===== config.mk =====
export PLATFORM = sky130hd
export DESIGN_NAME = ex_muldiv_unit
export DESIGN_NICKNAME = d
export VERILOG_FILES = /design/src/rtl/muldiv_pkg.sv /design/src/rtl/muldiv_datapath.sv /design/src/rtl/ex_muldiv_unit.sv
export SDC_FILE = /design/constraint.sdc
export NUM_CORES = 1
export LEC_CHECK = 0
export CORE_ASPECT_RATIO = 0.9
export CORE_MARGIN = 8
export CORE_UTILIZATION = 50
export DETAILED_ROUTE_END_ITERATION = 6
export PLACE_DENSITY_LB_ADDON = 0.12
export RECOVER_POWER = 25
export SLEW_MARGIN = 20
export SYNTH_ARGS = -nofsm -noshare
export SYNTH_HDL_FRONTEND = slang
export SYNTH_SLANG_ARGS = --single-unit

===== constraint.sdc =====
create_clock -name clk -period 10.9 [get_ports clk]
set_clock_uncertainty 0.15 [all_clocks]
set_input_delay 2.18 -clock clk [delete_from_list [all_inputs] [get_ports clk]]
set_output_delay 2.18 -clock clk [all_outputs]
set_load 0.03 [all_outputs]

===== src/rtl/muldiv_pkg.sv =====
// Shared definitions for the EX-stage HI/LO multiply/divide unit: op
// encodings, FSM state enumeration and the default datapath width.
package muldiv_pkg;

  localparam int DEFAULT_DATA_W = 32;

  localparam logic [3:0] OP_MULT  = 4'h8;
  localparam logic [3:0] OP_MULTU = 4'h9;
  localparam logic [3:0] OP_DIV   = 4'hA;
  localparam logic [3:0] OP_DIVU  = 4'hB;
  localparam logic [3:0] OP_MFHI  = 4'hC;
  localparam logic [3:0] OP_MFLO  = 4'hD;
  localparam logic [3:0] OP_MTHI  = 4'hE;
  localparam logic [3:0] OP_MTLO  = 4'hF;

  typedef enum logic [1:0] {
    ST_IDLE = 2'd0,
    ST_MUL  = 2'd1,
    ST_DIV  = 2'd2,
    ST_FIX  = 2'd3
  } muldiv_state_e;

endpackage


===== src/rtl/muldiv_datapath.sv =====
// Iterative multiply/divide datapath: operand capture with magnitude
// conversion, one shift-add or restoring-divide step per strobe, and the
// final sign correction presented as combinational HI/LO results.
// Optional build macro: MULDIV_EARLY_EXIT_EN (reports when the remaining
// multiplier bits are all zero so the FSM can cut the multiply short).
module muldiv_datapath
  import muldiv_pkg::*;
#(
  parameter int DATA_W = DEFAULT_DATA_W
) (
  input  logic              clk,
  input  logic              rst,
  input  logic              i_start,
  input  logic              i_step,
  input  logic              i_fix,
  input  logic              i_isDiv,
  input  logic              i_isSigned,
  input  logic [DATA_W-1:0] i_opA,
  input  logic [DATA_W-1:0] i_opB,
  output logic              o_mulLast,
  output logic [DATA_W-1:0] o_resHi,
  output logic [DATA_W-1:0] o_resLo
);

  // r_acc is the product accumulator for MUL and {remainder, quotient} for DIV.
  // r_shift holds the left-shifting multiplicand, or the divisor in its low half.
  logic [2*DATA_W-1:0] r_acc;
  logic [2*DATA_W-1:0] r_shift;
  logic [DATA_W-1:0]   r_mplier;
  logic [DATA_W-1:0]   r_origA;
  logic                r_signA;
  logic                r_signB;
  logic                r_isDiv;
  logic                r_divZero;

  logic                w_negA;
  logic                w_negB;
  logic [DATA_W-1:0]   w_magA;
  logic [DATA_W-1:0]   w_magB;
  logic [2*DATA_W-1:0] w_mulAdd;
  logic [DATA_W:0]     w_remShift;
  logic                w_divFits;
  logic [DATA_W-1:0]   w_divDiff;
  logic [2*DATA_W-1:0] w_divNext;
  logic                w_signsDiffer;
  logic [2*DATA_W-1:0] w_prod;
  logic [DATA_W-1:0]   w_quo;
  logic [DATA_W-1:0]   w_rem;

  assign w_negA = i_isSigned & i_opA[DATA_W-1];
  assign w_negB = i_isSigned & i_opB[DATA_W-1];
  assign w_magA = w_negA ? -i_opA : i_opA;
  assign w_magB = w_negB ? -i_opB : i_opB;

  assign w_mulAdd = r_acc + r_shift;

  // The running remainder is always below the divisor, so the shifted value
  // fits in DATA_W+1 bits and the successful difference fits in DATA_W bits.
  assign w_remShift = {r_acc[2*DATA_W-1:DATA_W], r_acc[DATA_W-1]};
  assign w_divFits  = (w_remShift >= {1'b0, r_shift[DATA_W-1:0]});
  assign w_divDiff  = w_remShift[DATA_W-1:0] - r_shift[DATA_W-1:0];
  assign w_divNext  = w_divFits ? {w_divDiff, r_acc[DATA_W-2:0], 1'b1}
                                : {w_remShift[DATA_W-1:0], r_acc[DATA_W-2:0], 1'b0};

`ifdef MULDIV_EARLY_EXIT_EN
  assign o_mulLast = (r_mplier[DATA_W-1:1] == '0);
`else
  assign o_mulLast = 1'b0;
`endif

  // Capture operands on start, iterate on step, and clear working state once
  // the result has been committed to HI/LO.
  always_ff @(posedge clk or posedge rst) begin
    if (rst) begin
      r_acc     <= '0;
      r_shift   <= '0;
      r_mplier  <= '0;
      r_origA   <= '0;
      r_signA   <= 1'b0;
      r_signB   <= 1'b0;
      r_isDiv   <= 1'b0;
      r_divZero <= 1'b0;
    end else if (i_start) begin
      r_origA   <= i_opA;
      r_signA   <= w_negA;
      r_signB   <= w_negB;
      r_isDiv   <= i_isDiv;
      r_divZero <= (i_opB == '0);
      if (i_isDiv) begin
        r_acc    <= {{DATA_W{1'b0}}, w_magA};
        r_shift  <= {{DATA_W{1'b0}}, w_magB};
        r_mplier <= '0;
      end else begin
        r_acc    <= '0;
        r_shift  <= {{DATA_W{1'b0}}, w_magA};
        r_mplier <= w_magB;
      end
    end else if (i_step) begin
      if (r_isDiv) begin
        r_acc <= w_divNext;
      end else begin
        if (r_mplier[0]) begin
          r_acc <= w_mulAdd;
        end
        r_shift  <= r_shift << 1;
        r_mplier <= r_mplier >> 1;
      end
    end else if (i_fix) begin
      r_acc    <= '0;
      r_shift  <= '0;
      r_mplier <= '0;
    end
  end

  assign w_signsDiffer = r_signA ^ r_signB;
  assign w_prod = w_signsDiffer ? -r_acc : r_acc;
  assign w_quo  = w_signsDiffer ? -r_acc[DATA_W-1:0] : r_acc[DATA_W-1:0];
  assign w_rem  = r_signA ? -r_acc[2*DATA_W-1:DATA_W] : r_acc[2*DATA_W-1:DATA_W];

  // Select the sign-corrected result; a zero divisor bypasses the iteration
  // result with all-ones quotient and the untouched dividend as remainder.
  always_comb begin
    o_resHi = w_prod[2*DATA_W-1:DATA_W];
    o_resLo = w_prod[DATA_W-1:0];
    if (r_isDiv) begin
      if (r_divZero) begin
        o_resHi = r_origA;
        o_resLo = '1;
      end else begin
        o_resHi = w_rem;
        o_resLo = w_quo;
      end
    end
  end

endmodule


===== src/rtl/ex_muldiv_unit.sv =====
// EX-stage HI/LO unit: decodes the HI/LO op group, sequences the iterative
// multiply/divide datapath, owns HI/LO and stalls dependent HI/LO ops while
// the engine is running.
// Optional build macro: MULDIV_EARLY_EXIT_EN (multiply finishes as soon as
// no set multiplier bits remain).
module ex_muldiv_unit
  import muldiv_pkg::*;
#(
  parameter int DATA_W = DEFAULT_DATA_W
) (
  input  logic              clk,
  input  logic              rst,
  input  logic [3:0]        op_in,
  input  logic              valid_in,
  input  logic [DATA_W-1:0] rs_val,
  input  logic [DATA_W-1:0] rt_val,
  output logic              stall,
  output logic              busy,
  output logic [DATA_W-1:0] hi,
  output logic [DATA_W-1:0] lo,
  output logic [DATA_W-1:0] mf_result
);

  localparam int CNT_W = $clog2(DATA_W);
  localparam logic [CNT_W-1:0] LAST_ITER = CNT_W'(DATA_W - 1);

  muldiv_state_e     r_state;
  muldiv_state_e     w_stateNext;
  logic [CNT_W-1:0]  r_count;
  logic [DATA_W-1:0] r_hi;
  logic [DATA_W-1:0] r_lo;

  logic              w_isMulDiv;
  logic              w_inIdle;
  logic              w_lastIter;
  logic              w_start;
  logic              w_step;
  logic              w_fix;
  logic              w_mulLast;
  logic [DATA_W-1:0] w_resHi;
  logic [DATA_W-1:0] w_resLo;

  assign w_isMulDiv = (op_in[3:2] == 2'b10);
  assign w_inIdle   = (r_state == ST_IDLE);
  assign w_lastIter = (r_count == LAST_ITER);

  muldiv_datapath #(
    .DATA_W (DATA_W)
  ) u_datapath (
    .clk        (clk),
    .rst        (rst),
    .i_start    (w_start),
    .i_step     (w_step),
    .i_fix      (w_fix),
    .i_isDiv    (op_in[1]),
    .i_isSigned (~op_in[0]),
    .i_opA      (rs_val),
    .i_opB      (rt_val),
    .o_mulLast  (w_mulLast),
    .o_resHi    (w_resHi),
    .o_resLo    (w_resLo)
  );

  // State register.
  always_ff @(posedge clk or posedge rst) begin
    if (rst) begin
      r_state <= ST_IDLE;
    end else begin
      r_state <= w_stateNext;
    end
  end

  // Next-state decode plus datapath strobes, busy and the upstream stall.
  always_comb begin
    w_stateNext = r_state;
    w_start     = 1'b0;
    w_step      = 1'b0;
    w_fix       = 1'b0;
    case (r_state)
      ST_IDLE: begin
        if (valid_in && w_isMulDiv) begin
          w_start     = 1'b1;
          w_stateNext = op_in[1] ? ST_DIV : ST_MUL;
        end
      end
      ST_MUL: begin
        w_step = 1'b1;
        if (w_lastIter || w_mulLast) begin
          w_stateNext = ST_FIX;
        end
      end
      ST_DIV: begin
        w_step = 1'b1;
        if (w_lastIter) begin
          w_stateNext = ST_FIX;
        end
      end
      ST_FIX: begin
        w_fix       = 1'b1;
        w_stateNext = ST_IDLE;
      end
      default: w_stateNext = ST_IDLE;
    endcase
    busy  = ~w_inIdle;
    stall = valid_in & ~w_inIdle & op_in[3];
  end

  // Iteration counter: cleared on start and after the fix-up cycle.
  always_ff @(posedge clk or posedge rst) begin
    if (rst) begin
      r_count <= '0;
    end else if (w_start || w_fix) begin
      r_count <= '0;
    end else if (w_step) begin
      r_count <= r_count + 1'b1;
    end
  end

  // HI/LO: engine results land at the end of FIX; MT ops write only in IDLE.
  always_ff @(posedge clk or posedge rst) begin
    if (rst) begin
      r_hi <= '0;
      r_lo <= '0;
    end else if (w_fix) begin
      r_hi <= w_resHi;
      r_lo <= w_resLo;
    end else if (w_inIdle && valid_in) begin
      if (op_in == OP_MTHI) begin
        r_hi <= rs_val;
      end
      if (op_in == OP_MTLO) begin
        r_lo <= rs_val;
      end
    end
  end

  assign hi = r_hi;
  assign lo = r_lo;

  // Same-cycle HI/LO read path for MFHI/MFLO; zero for every other op.
  always_comb begin
    mf_result = '0;
    if (op_in == OP_MFHI) begin
      mf_result = r_hi;
    end else if (op_in == OP_MFLO) begin
      mf_result = r_lo;
    end
  end

endmodule


Word level (Yosys, flattened, before mapping)
Index checks and enable logic that the tools add are counted.

Bits in registers: 267. Input bits: 71.

$add $sub $neg: 8. Magnitude comparators: 1. Equality and inequality tests: 13. Muxes and demuxes: 43. Bitwise operators: 7. Reductions and logical operators: 16.

Operator list (number): 32-bit 2-to-1 mux (23); 64-bit 2-to-1 mux (10); 32-bit negator (4); 64-bit adder (1); 64-bit negator (1); 33-bit by 32-bit greater-or-equal comparator with 1-bit output (1); 32-bit zero test (1); 32-bit subtractor (1); 4-bit == test (second input constant) (4); 5-bit 2-to-1 mux (2); 2-bit AND reduction (5); 2-bit nonzero test (4); 2-bit == test (second input constant) (3); 2-bit 2-to-1 mux (3); 2-bit case mux with 3 select lines (1); 5-bit by 1-bit adder with 5-bit output (second input constant) (1); 5-bit == test (second input constant) (1); 1-bit bitwise AND (4); 1-bit 2-to-1 mux (4); 2-bit by 1-bit inequality test with 1-bit output (second input constant) (2); 4-bit inequality test (second input constant) (1); 3-bit inequality test (second input constant) (1); 3-bit nonzero test (1); 2-bit by 1-bit == test with 1-bit output (second input constant) (1); other kinds (6) (8).

Logic depth before layout (Yosys ltp)
Gate-level depths: netlist (run 1).

Depth after elaboration: 6. Mapped depth: 16. Mapped depth without buffers: 15.

Modules after synthesis
From an unflattened synthesis (run 1), not the netlist that was laid out.

Cells, all modules: 2844. Area total of the unflattened synthesis: 22208.8 um^2.

Modules (own cells, without submodules): muldiv_datapath (times used 1, cells each 2406, area an instance 18257.5 um^2, seq. area each 4904.7 um^2); ex_muldiv_unit (times used 1, cells each 438, area an instance 3951.3 um^2, seq. area each 1776.7 um^2).

Worst setup path after synthesis (run 1)
OpenSTA, ideal clock, no wires.

Kind: input to output. Start point: input op_in[0]. End point: output mf_result[10]. Data arrival time: 3478 ps. Required time: 8570 ps. Setup slack: 5092 ps. Cell stages on the path: 4. Path through: clkbuf_1 > nor3b_1 > clkbuf_1 > a22o_1.

Word-level cells in the longest chain between the ends: 3. Elaborated cells on any way between the ends: 4. Those cells by class: eq/ne: 2; mux: 2.

RTL lines: start, declared (RTL line ex_muldiv_unit.sv:13) `input logic [3:0] op_in,`; 4-bit == test (RTL line ex_muldiv_unit.sv:145) `end else if (op_in == OP_MFLO) begin`; 32-bit 2-to-1 mux (RTL line ex_muldiv_unit.sv:145); 32-bit 2-to-1 mux (*) (RTL line ex_muldiv_unit.sv:143) `if (op_in == OP_MFHI) begin`; end, declared (RTL line ex_muldiv_unit.sv:21) `output logic [DATA_W-1:0] mf_result`.

Mark *: on every way between the ends. The rest lies on a longest branch, timed or not.

Worst setup path after layout (run 1)
Start point: input op_in[0]. End point: output mf_result[30].

The elaborated chain is that of the path after synthesis.

==> results of run 1 <==
==> cell type report <==
cell class,instances,area share
Clock buffer,47,0.0399
Antenna cell,2,0.000204
Multi-Input combinational cell,2148,0.560
Sequential cell,267,0.273
Timing Repair Buffer,205,0.0797
Tap cell,555,0.0283
Clock inverter,14,0.00714
Inverter,79,0.0121
==> tightest hold or removal path, cell delays in order, from the launching register on <==
cell     delay, ns
dfrtp_1       0.34
nand2_1       0.05
nand2_1       0.06
==> stage by stage <==
stage               power (W)  worst slack [ns]  instances  hold WS [ns]   util
floorplan             0.00473              1.22       2675         0.295      -
global placement      0.00615              3.98       3254         0.313  0.549
detailed placement    0.00621              3.79       3254         0.314  0.549
CTS                   0.00742              4.08       3315         0.327  0.576
global route          0.00793              3.69       3315         0.348  0.575
finish                0.00750              4.00       3317         0.329  0.576
==> cell usage after synthesis (15+ instances only) <==
cell type,count
o211ai_1,26
a21o_1,47
nand3_1,33
nand2b_1,15
nor2_1,182
clkbuf_1,148
a21oi_1,237
dfrtp_1,267
nor3_1,45
o21ai_1,40
a32oi_1,31
and3_1,16
o31ai_1,24
inv_1,77
a22oi_1,76
xnor2_1,126
mux2i_1,54
o21ai_0,229
a211oi_1,18
a31oi_1,20
nor4_1,15
xor2_1,70
o21bai_1,21
nand2_1,389
or3_1,29
nor2b_1,21
nand4_1,21
a22o_1,69
ha_1,103
==> registers in the layout, indices dropped and copies added, names as in the netlist <==
| signal | cells |
|---|---|
| u_datapath.r_acc | 64 |
| u_datapath.r_signA | 1 |
| u_datapath.r_isDiv | 1 |
| lo | 32 |
| u_datapath.r_shift | 64 |
| u_datapath.r_mplier | 32 |
| hi | 32 |
| u_datapath.r_signB | 1 |
| r_state | 2 |
| u_datapath.r_divZero | 1 |
| r_count | 5 |
| u_datapath.r_origA | 32 |
==> final timing paths <==
path / cells after the start / from / endpoint / slack (ns)
worst min-delay path: 2 / u_datapath.r_origA[3] / u_datapath.r_origA[3] / 0.33
worst max register to register: 10 / u_datapath.r_isDiv / u_datapath.r_shift[21] / 5.49
worst min register to register: 2 / u_datapath.r_origA[3] / u_datapath.r_origA[3] / 0.33
min in group asynchronous: 2 / rst / hi[11] / 3.03
max in group asynchronous: 4 / rst / lo[0] / 4.43
worst max-delay path: 5 / op_in[0] / mf_result[30] / 4.00
==> logic make-up after synthesis <==
family / Yosys count / share of synthesized area
simple gates: 827 / 0.177
xor+xnor: 196 / 0.0803
mux: 60 / 0.0284
fa+ha+maj: 105 / 0.0622
compound gates: 960 / 0.291
buf+inv: 260 / 0.0483
flops: 267 / 0.313
==> metal layers <==
metal  routed length, um  GRT usage  vias to the layer above  share of wire
met5                  10          0                        -        0.00012
met4                3470      0.133                        2          0.041
met3                8650     0.0670                      195           0.10
met2               35900      0.495                     1088           0.42
met1               37600      0.477                    10600           0.44
li1                    -          -                     9884              -
==> power by group through the flow <==
stage / registers [W] / logic [W] / clock network [W]
floorplan: 0.00176 / 0.00297 / 0
global placement: 0.00177 / 0.00438 / 0
detailed placement: 0.00177 / 0.00445 / 0
CTS: 0.00176 / 0.00446 / 0.00120
global route: 0.00180 / 0.00490 / 0.00124
finish: 0.00178 / 0.00454 / 0.00119
==> run summary, run 1 <==
* 4.57 ns — data arrival time at the worst-slack endpoint
* 8.57 ns — required time at the endpoint of the critical path
* 0 — number of buffers inserted by hold repair at cts
* 2 — number of levels the H-tree was split into
* 85600 um — final WL
* 3.77 ns — transition at the pin with the smallest max-transition slack
* 24500 sq um — area of all placed cells without fillers
* 234 um — Die Span X
* 0 — post-cts resize count
* -1.53 — worst slew slack as a fraction of its limit
* 3 — Buf+Inv Stages, Crit Path
* 64500 um — half-perimeter wire length of the detailed placement result
* 2911 — Nets
* 42600 sq um — placeable core region
* 21800 — total vias in the final route
* 0 — hold violation count in the final report
* 32 — peak fanout along the critical path
* 6690 sq um — register area
* dlygate4sd3_1 — slowest CP cell
* 3 — worst-case clock buffer depth
* false — unrepaired setup endpoints after global routing
* 0.0536 — fraction of final layout cells sized beyond drive strength 1
* dfrtp_1, nand2_1, ha_1, a21oi_1, o21ai_0 — largest cells by area after synthesis
* 267 — CTS sink cnt
* done — TritonCTS clock tree
* 0.00361 W — internal power of the cells
* 6.90 ns — Min Clock Period, post-route
* input pin to output pin — classification of the worst setup path
* clkbuf_16 — Clock Tree Root
* buffers and inverters — kind of cell adding the most delay to the critical path
* input pin — Critical Path Start Type
* 0.605 — combinational share of power
* 0.57 ns — insertion delay of the later-clocked pin in the worst-skew pair
* 0.633 — final critical-path share of the clock period
* 1.02 — weighted congestion reported at the end of routability-driven placement
* 2345 — count of routing violations after the opening detailed-route iteration
* 93 — number of distinct library cells after synthesis
* max-capacitance violations, max-slew violations — failing checks
* complete, but fails checks — status
* 7.99 sq um — mean area per synthesized cell
* 34 — Num CTS Buffers
* 0.313 — sequential-to-total area share from yosys stat
* 0 — setup bufs post-CTS
* nand2_1, dfrtp_1, a21oi_1 — commonest cells after routing, fill and taps aside
* output pin — capturing element type of the critical path
* 145 MHz — Achievable Freq
* 0.313 — Synth top area share
* 84 — maximum number of pins on one net before global-route repair
* 0 — number of nets with antenna violations after detailed routing
* 168 — number of port buffers
* 49600 sq um — Die Footprint
* 267 — number of synthesized register bits
* 4001 — fill cell total of the finished layout
* 0.00389 W — total net switching power
* 0 — Setup violations, final
* 0.336 — GR Util All Layers
* 20200 — via count of the first global-routing pass
* 72 — Placement Rows
* dlygate4sd3_1 > nor3b_2 > buf_4 > a22o_1 > clkdlybuf4s50_1 — cells traversed along the worst timing path
* 0 ns — Final TNS setup
* 21400 sq um — netlist area before placement
* 0 — EDFF count, synth
* 0 — count of yosys warnings during synthesis
* nand2_1 — most common cell after layout, fill and taps aside
* 0.502 — effective utilization at floorplan
* 25.8 um — average wire per standard cell
* 6.56 — via density per instance
* 10.3 nW — LEAKAGE
* register to register — type of the worst min-delay path
* 0 — gr ovfl total
* 0.237 — part of the power in registers
* 306 nW/um^2 — power per cell area
* 14.7% — signed area change from the synthesized netlist to the final layout
* 0.87 ns — slowest cell delay on critical path
* 128 — max-slew violations
* 212 um — vertical die dimension
* dfrtp_1 — dominant cell type by area after synthesis
* 23400 sq um — dpl cell area
* 1.00 — fraction of synthesis flops using an asynchronous set or reset pin
* 0 — total DRC errors in the routed layout
* 0.05 ns — CTS clk-pin slew, worst paths
* 2 — Max-Cap Viols
* 2 — antenna violations before repair
* 169 — IO Pins
* 188 uV — maximum vdd drop
* 127000 um — first-pass GRT wire length
* 2675 — synthesized netlist cell count
* 6 — length of the first detailed-routing pass in iterations
* 0.519 — Sw Share
* 0.158 — share of power burned in the clock network
* 2851 — Mapped Nets
* 13700 sq um — combined area of the multi-input logic cells
* dfrtp_1 — commonest register cell after synthesis
Power figures use the tool's default switching activity.
==> inputs of run 2 (changes only) <==
==> constraint.sdc (replaced) <==
create_clock -name clk -period 6.45 [get_ports clk]
set_clock_uncertainty 0.15 [all_clocks]
set_input_delay 1.29 -clock clk [delete_from_list [all_inputs] [get_ports clk]]
set_output_delay 1.29 -clock clk [all_outputs]
set_load 0.03 [all_outputs]
==> run summary, run 2 (same netlist as run 1, synthesis figures left out) <==
* 0 — number of nets with antenna violations after detailed routing, unchanged
* clkbuf_16 — Clock Tree Root
* 202 — max-slew violations, +58%
* 35400 um — detailed-routed wire length on met2, -1.4%
* 8990 um — sum of met3 wire segment lengths after detailed routing, +3.9%
* 0 — Setup violations, final, unchanged
* 0 — number of buffers inserted by hold repair at cts, unchanged
* 0 — hold violation count in the final report, unchanged
* 234 um — Die Span X, unchanged
* 6.56 — via density per instance, about the same
* 1 — antenna violations before repair, -1
* 525 nW/um^2 — power per cell area, +72%
* 0.06 ns — CTS clk-pin slew, worst paths, about the same
* u_datapath.r_shift[0] — Reg-to-Reg Start
* 37800 um — Routed met1 length, +0.52%
* nand2_1 — most common cell after layout, fill and taps aside
* 0 ns — Final TNS setup, unchanged
* 1.28 ns — PnR worst setup slack, -2.72 ns
* 20100 — via count of the first global-routing pass, -0.73%
* op_in[0] — launch point of the worst path
* 169 — IO Pins, unchanged
* 267 — CTS sink cnt, unchanged
* met4 — highest metal layer with signal wires
* 15.4% — signed area change from the synthesized netlist to the final layout
* 21800 — total vias in the final route, +0.30%
* 31 — Num CTS Buffers, -8.8%
* 292 uV — maximum vdd drop, +56%
* 2 — number of cells on the worst hold path, unchanged
* 14 — depth of the worst register-to-register path, +4
* 5.01 ns — required time at the endpoint of the critical path, -3.56 ns
* 85600 um — final WL, about the same
* max-capacitance violations, max-slew violations — failing checks
* 0.332 ns — worst hold-check slack, +0.00302 ns
* 168 — number of port buffers, unchanged
* 5.17 ns — Min Clock Period, post-route
* nand2_1, dfrtp_1, a21oi_1 — commonest cells after routing, fill and taps aside
* 127000 um — first-pass GRT wire length, +0.14%
* 133 — maximum number of pins on one net before global-route repair, +58%
* 49600 sq um — Die Footprint, unchanged
* complete, but fails checks — status
* 193 MHz — Achievable Freq
* 3.88 ns — transition at the pin with the smallest max-transition slack, +0.112 ns
* 212 um — vertical die dimension, unchanged
* input pin to output pin — classification of the worst setup path
* u_datapath.r_origA[16] — Hold Path Origin
* 1.33 ns — pre-CTS setup slack, -2.46 ns
* 1 — number of levels the H-tree was split into, -1
* register to register — type of the worst min-delay path
* 3.73 ns — data arrival time at the worst-slack endpoint, -0.84 ns
* 2521 — count of routing violations after the opening detailed-route iteration, +7.5%
* 0.801 — final critical-path share of the clock period
* 10.4 nW — LEAKAGE, +0.89%
* 0.334 — GR Util All Layers, -0.00122
* 64500 um — half-perimeter wire length of the detailed placement result, about the same
* 0 — diode insertion count for antenna repair, -2
* output pin — capturing element type of the critical path
* 0 — post-cts resize count, unchanged
* done — TritonCTS clock tree
* 1.01 — weighted congestion reported at the end of routability-driven placement, -1.4%
* 0 — setup bufs post-CTS, unchanged
* u_datapath.r_acc: 64 flops, u_datapath.r_shift: 64 flops — Regs by FF count
* 32 — peak fanout along the critical path, unchanged
* 72 — Placement Rows, unchanged
* 0 — gr ovfl total, unchanged
* 2920 — Nets, +0.31%
* 2 — Max-Cap Viols, unchanged
* -1.59 — worst slew slack as a fraction of its limit, -0.0610
* 0 — total DRC errors in the routed layout, unchanged
* 42600 sq um — placeable core region, unchanged
* 0.502 — effective utilization at floorplan, unchanged
* input pin — Critical Path Start Type
* 25.8 um — average wire per standard cell, -0.16%
* 3 — worst-case clock buffer depth, unchanged
* 0.60 ns — insertion delay of the later-clocked pin in the worst-skew pair, +0.03 ns
* 6 — length of the first detailed-routing pass in iterations, unchanged
* 0.0578 — fraction of final layout cells sized beyond drive strength 1, +0.00416
* false — unrepaired setup endpoints after global routing
## run 2: cell count changes in the layout (fill, tap and decap cells not counted), sizes merged, moves of 2 or more
cell           before  now
clkinv              8   10
clkdlybuf4s50     165  167
diode               2    0
clkbuf             48   39
bufinv              3   10
dlygate4sd3         3    1
buf                36   47
## run 2: area by class of cell
cell class | count | area (sq um)
Multi-Input combinational cell | 2148 | 13700
Fill cell | 3943 | 17900
Clock buffer | 37 | 838
Sequential cell | 267 | 6690
Tap cell | 555 | 694
Clock inverter | 21 | 364
Inverter | 79 | 298
Timing Repair Buffer | 217 | 2060
## run 2: metrics by stage
step,cell area (sq um),instances,total power (W),util
floorplan,21400,2675,0.00799,-
global route,24700,3324,0.0137,0.579
detailed placement,23500,3266,0.0107,0.551
global placement,23500,3266,0.0106,0.551
finish,24700,3324,0.0130,0.579
CTS,24700,3324,0.0128,0.579
## run 2: worst max-delay path, cell delays in order
cell	delay (ns)
clkdlybuf4s50_1	0.88
nor3b_2	0.27
buf_4	0.35
a22o_1	0.24
clkdlybuf4s50_1	0.68
## run 2: path summary, 6_finish.rpt
check | slack [ns] | endpoint
setup reg to reg | 2.02 | u_datapath.r_acc[60]
hold / removal | 0.33 | u_datapath.r_origA[16]
setup / recovery | 1.28 | mf_result[30]
hold reg to reg | 0.33 | u_datapath.r_origA[16]
min in group asynchronous | 1.31 | hi[11]
max in group asynchronous | 1.38 | u_datapath.r_shift[54]
## run 2: power breakdown
part           total [W]  leakage, nW  switching, W  internal [W]
Clock            0.00210        0.591      0.000777       0.00132
Sequential       0.00293         3.49      0.000705       0.00222
Combinational    0.00793         6.35       0.00517       0.00275
Total             0.0130         10.4       0.00666       0.00630
## run 2: metal layers
metal | vias up | track usage
met5 | - | 0
met4 | 0 | 0.123
met3 | 173 | 0.0664
met2 | 1154 | 0.488
met1 | 10600 | 0.484
li1 | 9921 | -
